===== config.mk =====
export PLATFORM = sky130hd
export DESIGN_NAME = sand_level_ctrl
export DESIGN_NICKNAME = d
export VERILOG_FILES = /design/src/rtl/sand_level_ctrl.sv
export SDC_FILE = /design/constraint.sdc
export NUM_CORES = 1
export LEC_CHECK = 0
export CORE_MARGIN = 1.5
export CORE_UTILIZATION = 55
export CTS_BUF_LIST = sky130_fd_sc_hd__clkbuf_16
export CTS_CLUSTER_SIZE = 8
export DETAILED_ROUTE_END_ITERATION = 16
export PLACE_DENSITY_LB_ADDON = 0.2
export SLEW_MARGIN = 20
export SYNTH_ARGS = -nofsm -noshare
export SYNTH_HDL_FRONTEND = slang
export SYNTH_SLANG_ARGS = --single-unit

===== constraint.sdc =====
create_clock -name clk -period 2.9 [get_ports clk]
set_input_delay 0.435 -clock clk [delete_from_list [all_inputs] [get_ports clk]]
set_output_delay 0.435 -clock clk [all_outputs]
set_load 0.005 [all_outputs]

===== src/rtl/sand_level_ctrl.sv =====
// sand_level_ctrl: timer-driven hourglass sand-level thresholds.
// Ports: clk, BTN_S (sync reset), start/pause/frame_start pulses;
// upper_row/lower_row row thresholds, running, done status.
// Optional SAND_FRAME_SYNC_EN: commit steps only on frame_start.
module sand_level_ctrl #(
  parameter int unsigned TICKS_PER_STEP = 25000000,
  parameter int unsigned UP_ORI         = 140,
  parameter int unsigned LOW_ORI        = 340,
  parameter int unsigned RADIUS         = 100
) (
  input  logic        clk,
  input  logic        BTN_S,
  input  logic        start,
  input  logic        pause,
  input  logic        frame_start,
  output logic [10:0] upper_row,
  output logic [10:0] lower_row,
  output logic        running,
  output logic        done
);

  localparam logic [10:0] U_FULL  = 11'(UP_ORI - RADIUS);
  localparam logic [10:0] U_EMPTY = 11'(UP_ORI + RADIUS + 1);
  localparam logic [10:0] L_EMPTY = 11'(LOW_ORI + RADIUS + 1);
  localparam logic [10:0] L_FULL  = 11'(LOW_ORI - RADIUS);
  localparam logic [10:0] U_LAST  = U_EMPTY - 11'd1;

  localparam int CW = $clog2(TICKS_PER_STEP);
  localparam logic [CW-1:0] CNT_MAX = CW'(TICKS_PER_STEP - 1);

  typedef enum logic [1:0] {
    IDLE,
    RUN,
    PAUSE,
    DONE
  } state_t;

  state_t        state;
  logic [CW-1:0] cnt;
  logic          expire;
  logic          commit;
  logic          last;

  assign expire = (state == RUN) && (cnt == CNT_MAX);
  assign last   = commit && (upper_row == U_LAST);

`ifdef SAND_FRAME_SYNC_EN
  logic pending;

  // An expiry on the frame_start cycle commits directly.
  assign commit = frame_start && (pending || expire) &&
                  ((state == RUN) || (state == PAUSE));
`else
  logic unused_frame_start;

  assign unused_frame_start = frame_start;
  assign commit = expire;
`endif

  always_ff @(posedge clk) begin
    if (BTN_S) begin
      state     <= IDLE;
      cnt       <= '0;
      upper_row <= U_FULL;
      lower_row <= L_EMPTY;
      running   <= 1'b0;
      done      <= 1'b0;
`ifdef SAND_FRAME_SYNC_EN
      pending   <= 1'b0;
`endif
    end else if (start) begin
      state     <= RUN;
      cnt       <= '0;
      upper_row <= U_FULL;
      lower_row <= L_EMPTY;
      running   <= 1'b1;
      done      <= 1'b0;
`ifdef SAND_FRAME_SYNC_EN
      pending   <= 1'b0;
`endif
    end else begin
      if (state == RUN)
        cnt <= expire ? '0 : cnt + 1'b1;
`ifdef SAND_FRAME_SYNC_EN
      // A second expiry while pending is dropped, not queued.
      if (commit)
        pending <= 1'b0;
      else if (expire)
        pending <= 1'b1;
`endif
      if (commit && (upper_row != U_EMPTY)) begin
        upper_row <= upper_row + 11'd1;
        lower_row <= lower_row - 11'd1;
      end
      if (last) begin
        state   <= DONE;
        running <= 1'b0;
        done    <= 1'b1;
      end else if (pause && (state == RUN)) begin
        state   <= PAUSE;
        running <= 1'b0;
      end else if (pause && (state == PAUSE)) begin
        state   <= RUN;
        running <= 1'b1;
      end
    end
  end

  // L_FULL is implied by U_EMPTY; kept for readability of the reload set.
  logic unused_lfull;
  assign unused_lfull = ^L_FULL;

endmodule


==> metrics list <==
* Result of the run: finished, final reports clean
- IR analysis of the VDD net gives a maximum drop of 215 uV.
- I/O pin total: 29
* Vias: 2,220
* Primary flip-flop cell chosen by synthesis mapping: dfxtp_1
* Average footprint of a synthesized cell: 8.39 um2
- Once placement finished, the instance area stood at 2800 um2.
- In this run the most critical hold path is launched from done$_SDFFE_PP0P_.
- Max-cap viol count: 0
- Yosys printed 0 warnings.
- R2r setup slk: 0.54 ns
- Proportion of synthesized chip area in sequential cells: 41.1%
- In this run, CTS created clock tree buffers numbering 5.
- Total routing usage reported by global routing: 22.8%
- Nets@finish: 333
- GR Util met2: 37.6%
* Final Max Slew Viols: 0
* Setup Crit Path Kind: register to register
* Skew final: 0.00813 ns
- Setup slack of the critical path after layout: 0.537 ns
- GPL Wtd Cong: 0.736
* GRT met3 Usage: 3.75%
- In the final timing run, aggregate negative setup slack is 0 ns.
- TritonCTS built the clock tree.
* Final instance area: 2940 um2
* Top-area cell type share of the netlist area: 41.1%
- Walking the worst path, the cells encountered are and4b_1, nand4_4, or4_1, or3_1, a21oi_1.
* Most frequent cells in the layout: dfxtp_1, nor2_1, clkdlybuf4s50_1, nand2_1, xnor2_1
- The synthesized netlist occupies a cell area of 2480 um2.
- Slew at the pin with the worst max-slew slack: 0.700 ns
- Counting flops and latches in the post-synthesis netlist gives 51.
- Data on the critical path is required at its endpoint by 3.12 ns.
- The kind of cell with the highest combined delay along the critical path is simple AND/OR/NAND/NOR gates.
* Number of design-rule violations left by the first detailed-router iteration: 149
* Reg-to-Reg Start: state[0]$_SDFFE_PP0P_
* Total Routed Length: 5400 um
- Bufs on Longest Clock Path: 2
* Worst setup path startpoint: state[0]$_SDFFE_PP0P_
- The endpoint identified for the worst register-to-register timing path is lower_row[10]$_SDFFE_PP0P_.
* Combined area of the multi-input logic cells: 1370 um2
- The number of nets in the synthesized netlist is 306.
- Min-Delay Path Depth: 1
* Power Density: 444 nW/um2
- After synthesis, the share of flip-flops with an asynchronous set or reset is 0%.
- Global-route wire length before repair: 9090 um
- Antenna violations before repair: 0
- The number of buffers and inverters on the critical path is 0.
- Period Utilization, post-route: 81.5%
- STA classifies the critical path endpoint as a register.
- Clk slew on worst S/H paths: 0.07 ns
* Reg area: 1020 um2
- The floorplan step defined a core boundary enclosing 4350 um2.
- Type of element launching the critical path: register
- EDFF count, synth: 0
- The hold violation count in the final report is 0.
- Number of hold buffers added after cts: 0
- Reg2reg path depth: 5
* Leakage power: 0.936 nW
- Measured along the y axis, the die boundary spans 70.2 um.
- Max Fanout on Critical Path: 9
- Placed wire-length estimate: 3740 um
- Die area: 4930 um2
- The clock tree synthesis step divided the H-tree into 2 levels.
- On the worst path, the slowest cell contributes a delay of 0.71 ns.
* Via count of the first global-routing pass: 2,018
- In the routed design, unresolved DRC markers number 0.
* Global Route met1 Usage: 30.0%
- Maximum achievable frequency: 423 MHz
- The slowest stage of the critical path is the or4_1 cell.
- Cells after Synth: 296
* Via/cell ratio: 5.90
- The number of different library cells used by synthesis comes to 41.
- The initial utilization of the core area, before any placement, comes to 57.0%.
- During placement, the flow inserted port buffers numbering 27.
* FILL cells: 363
- Post-CTS Setup Inserts: 0
- Number of antenna cells inserted: 0
- Maximum number of pins on one net before global-route repair: 19
* Standard-cell rows: 24
* Count of cell instances traversed by the critical path: 5
* Time the worst path needs with I/O delays and setup: 2.36 ns
* Area growth from synthesis to final layout: 18.3%
* Most Used Layer, Global Route: met2
- dfxtp_1 takes more of the synthesized area than any other cell.
- Clock latency at the later pin of the worst-skew pair: 0.29 ns
- Clock tree sinks: 51
- For the worst setup path, the data arrival time is 2.59 ns.
- Leaving out fill and tap cells, the most frequent cell in the layout is dfxtp_1.
- Routed wire per std cell: 14.3 um
- Setup repair after global routing missed its margin: no
- By area the synthesized netlist is led by dfxtp_1, xnor2_1, nor2_1.
- Number of nets still failing antenna checks after routing: 0
* Root buffer cell: clkbuf_16
* Type of the most critical hold path: register to register
- Critical path endpoint: lower_row[10]$_SDFFE_PP0P_
* Max_slew headroom: 53.3%
- Setup violations remaining at the end of the flow were counted as 0.
- DP Worst Slack: 0.524 ns
- In this run the horizontal extent of the chip is 70.2 um.
- Gates resized during post-CTS repair numbered 0.
- Of the cells placed in the final design, the portion with a size suffix greater than 1 is 4.63%.
- Total congestion overflow after global routing: 0
- First-pass DRT Iterations: 4
==> how the worst min path moves through the flow <==
stage / end
after detailed placement: done$_SDFFE_PP0P_
after global placement: done$_SDFFE_PP0P_
after global routing: done$_SDFFE_PP0P_
after floorplan: cnt[1]$_SDFFE_PP0N_
after CTS: done$_SDFFE_PP0P_
final: done$_SDFFE_PP0P_
==> cell families after synthesis <==
kind of cell	Yosys count	synth area share (%)
and+or+nand+nor	148	32.6
DFF	51	41.1
AOI/OAI and AO/OA	42	10.2
xor gates and xnor gates	27	9.53
buffers and inverters	22	3.58
adders and majority gates	5	2.52
muxes	1	0.403
==> where the power goes <==
| group | internal (mW) | switching, mW | leakage [nW] |
|---|---|---|---|
| Sequential | 0.704 | 0.00349 | 0.412 |
| Combinational | 0.0145 | 0.0198 | 0.448 |
| Clock | 0.312 | 0.250 | 0.0762 |
| Total | 1.03 | 0.273 | 0.936 |
==> per-layer routing <==
layer  part of all wire [%]  wire [um]  up-vias
li1                       -          -     1119
met1                     48       2570     1028
met2                     47       2520       66
met3                    4.4        235        7
met4                    1.1         62        0
met5                      0          0        -
==> flip-flops by register name, summed over array words and instances, names as in the netlist <==
name / count
cnt: 25
lower_row: 11
upper_row: 11
state: 2
done: 1
running: 1
==> synthesized netlist by cell type (5+ instances only) <==
cell      number
inv_1         11
nand3_1       15
nor4_1        11
nand2_1       24
nand4_1       11
and4_1         8
nor2_1        37
ha_1           5
a21oi_1       16
o31ai_1        5
dfxtp_1       51
or3_1          7
clkbuf_1       8
xnor2_1       17
or4_1          6
o21ai_0       11
xor2_1        10
nor3_1         9
==> worst reg2reg max path, delay by kind of cell (launching register included) <==
family | cells | cell delay [ns]
AO/OA/AOI/OAI | 1 | 0.14
flip-flops | 1 | 0.41
AND/OR/NAND/NOR | 4 | 1.74
==> per-stage QoR <==
stage	hold WS, ns	cells	power (mW)	utilization (%)
after floorplan	0.448	296	0.740	-
after global placement	0.454	368	0.757	64.3
after detailed placement	0.458	368	0.757	64.3
after CTS	0.477	376	1.31	67.5
after global routing	0.506	376	1.34	67.5
final	0.474	376	1.30	67.5
==> layout make-up <==
type | instances | share of cell area (%)
well taps | 52 | 2.21
inverters | 11 | 1.41
flip-flops and latches | 51 | 34.8
repair buffers | 31 | 10.2
clock inverters | 3 | 0.426
multi-input cells | 223 | 46.7
clock buffers | 5 | 4.26
Note: power is estimated with default switching activity, not from simulation.
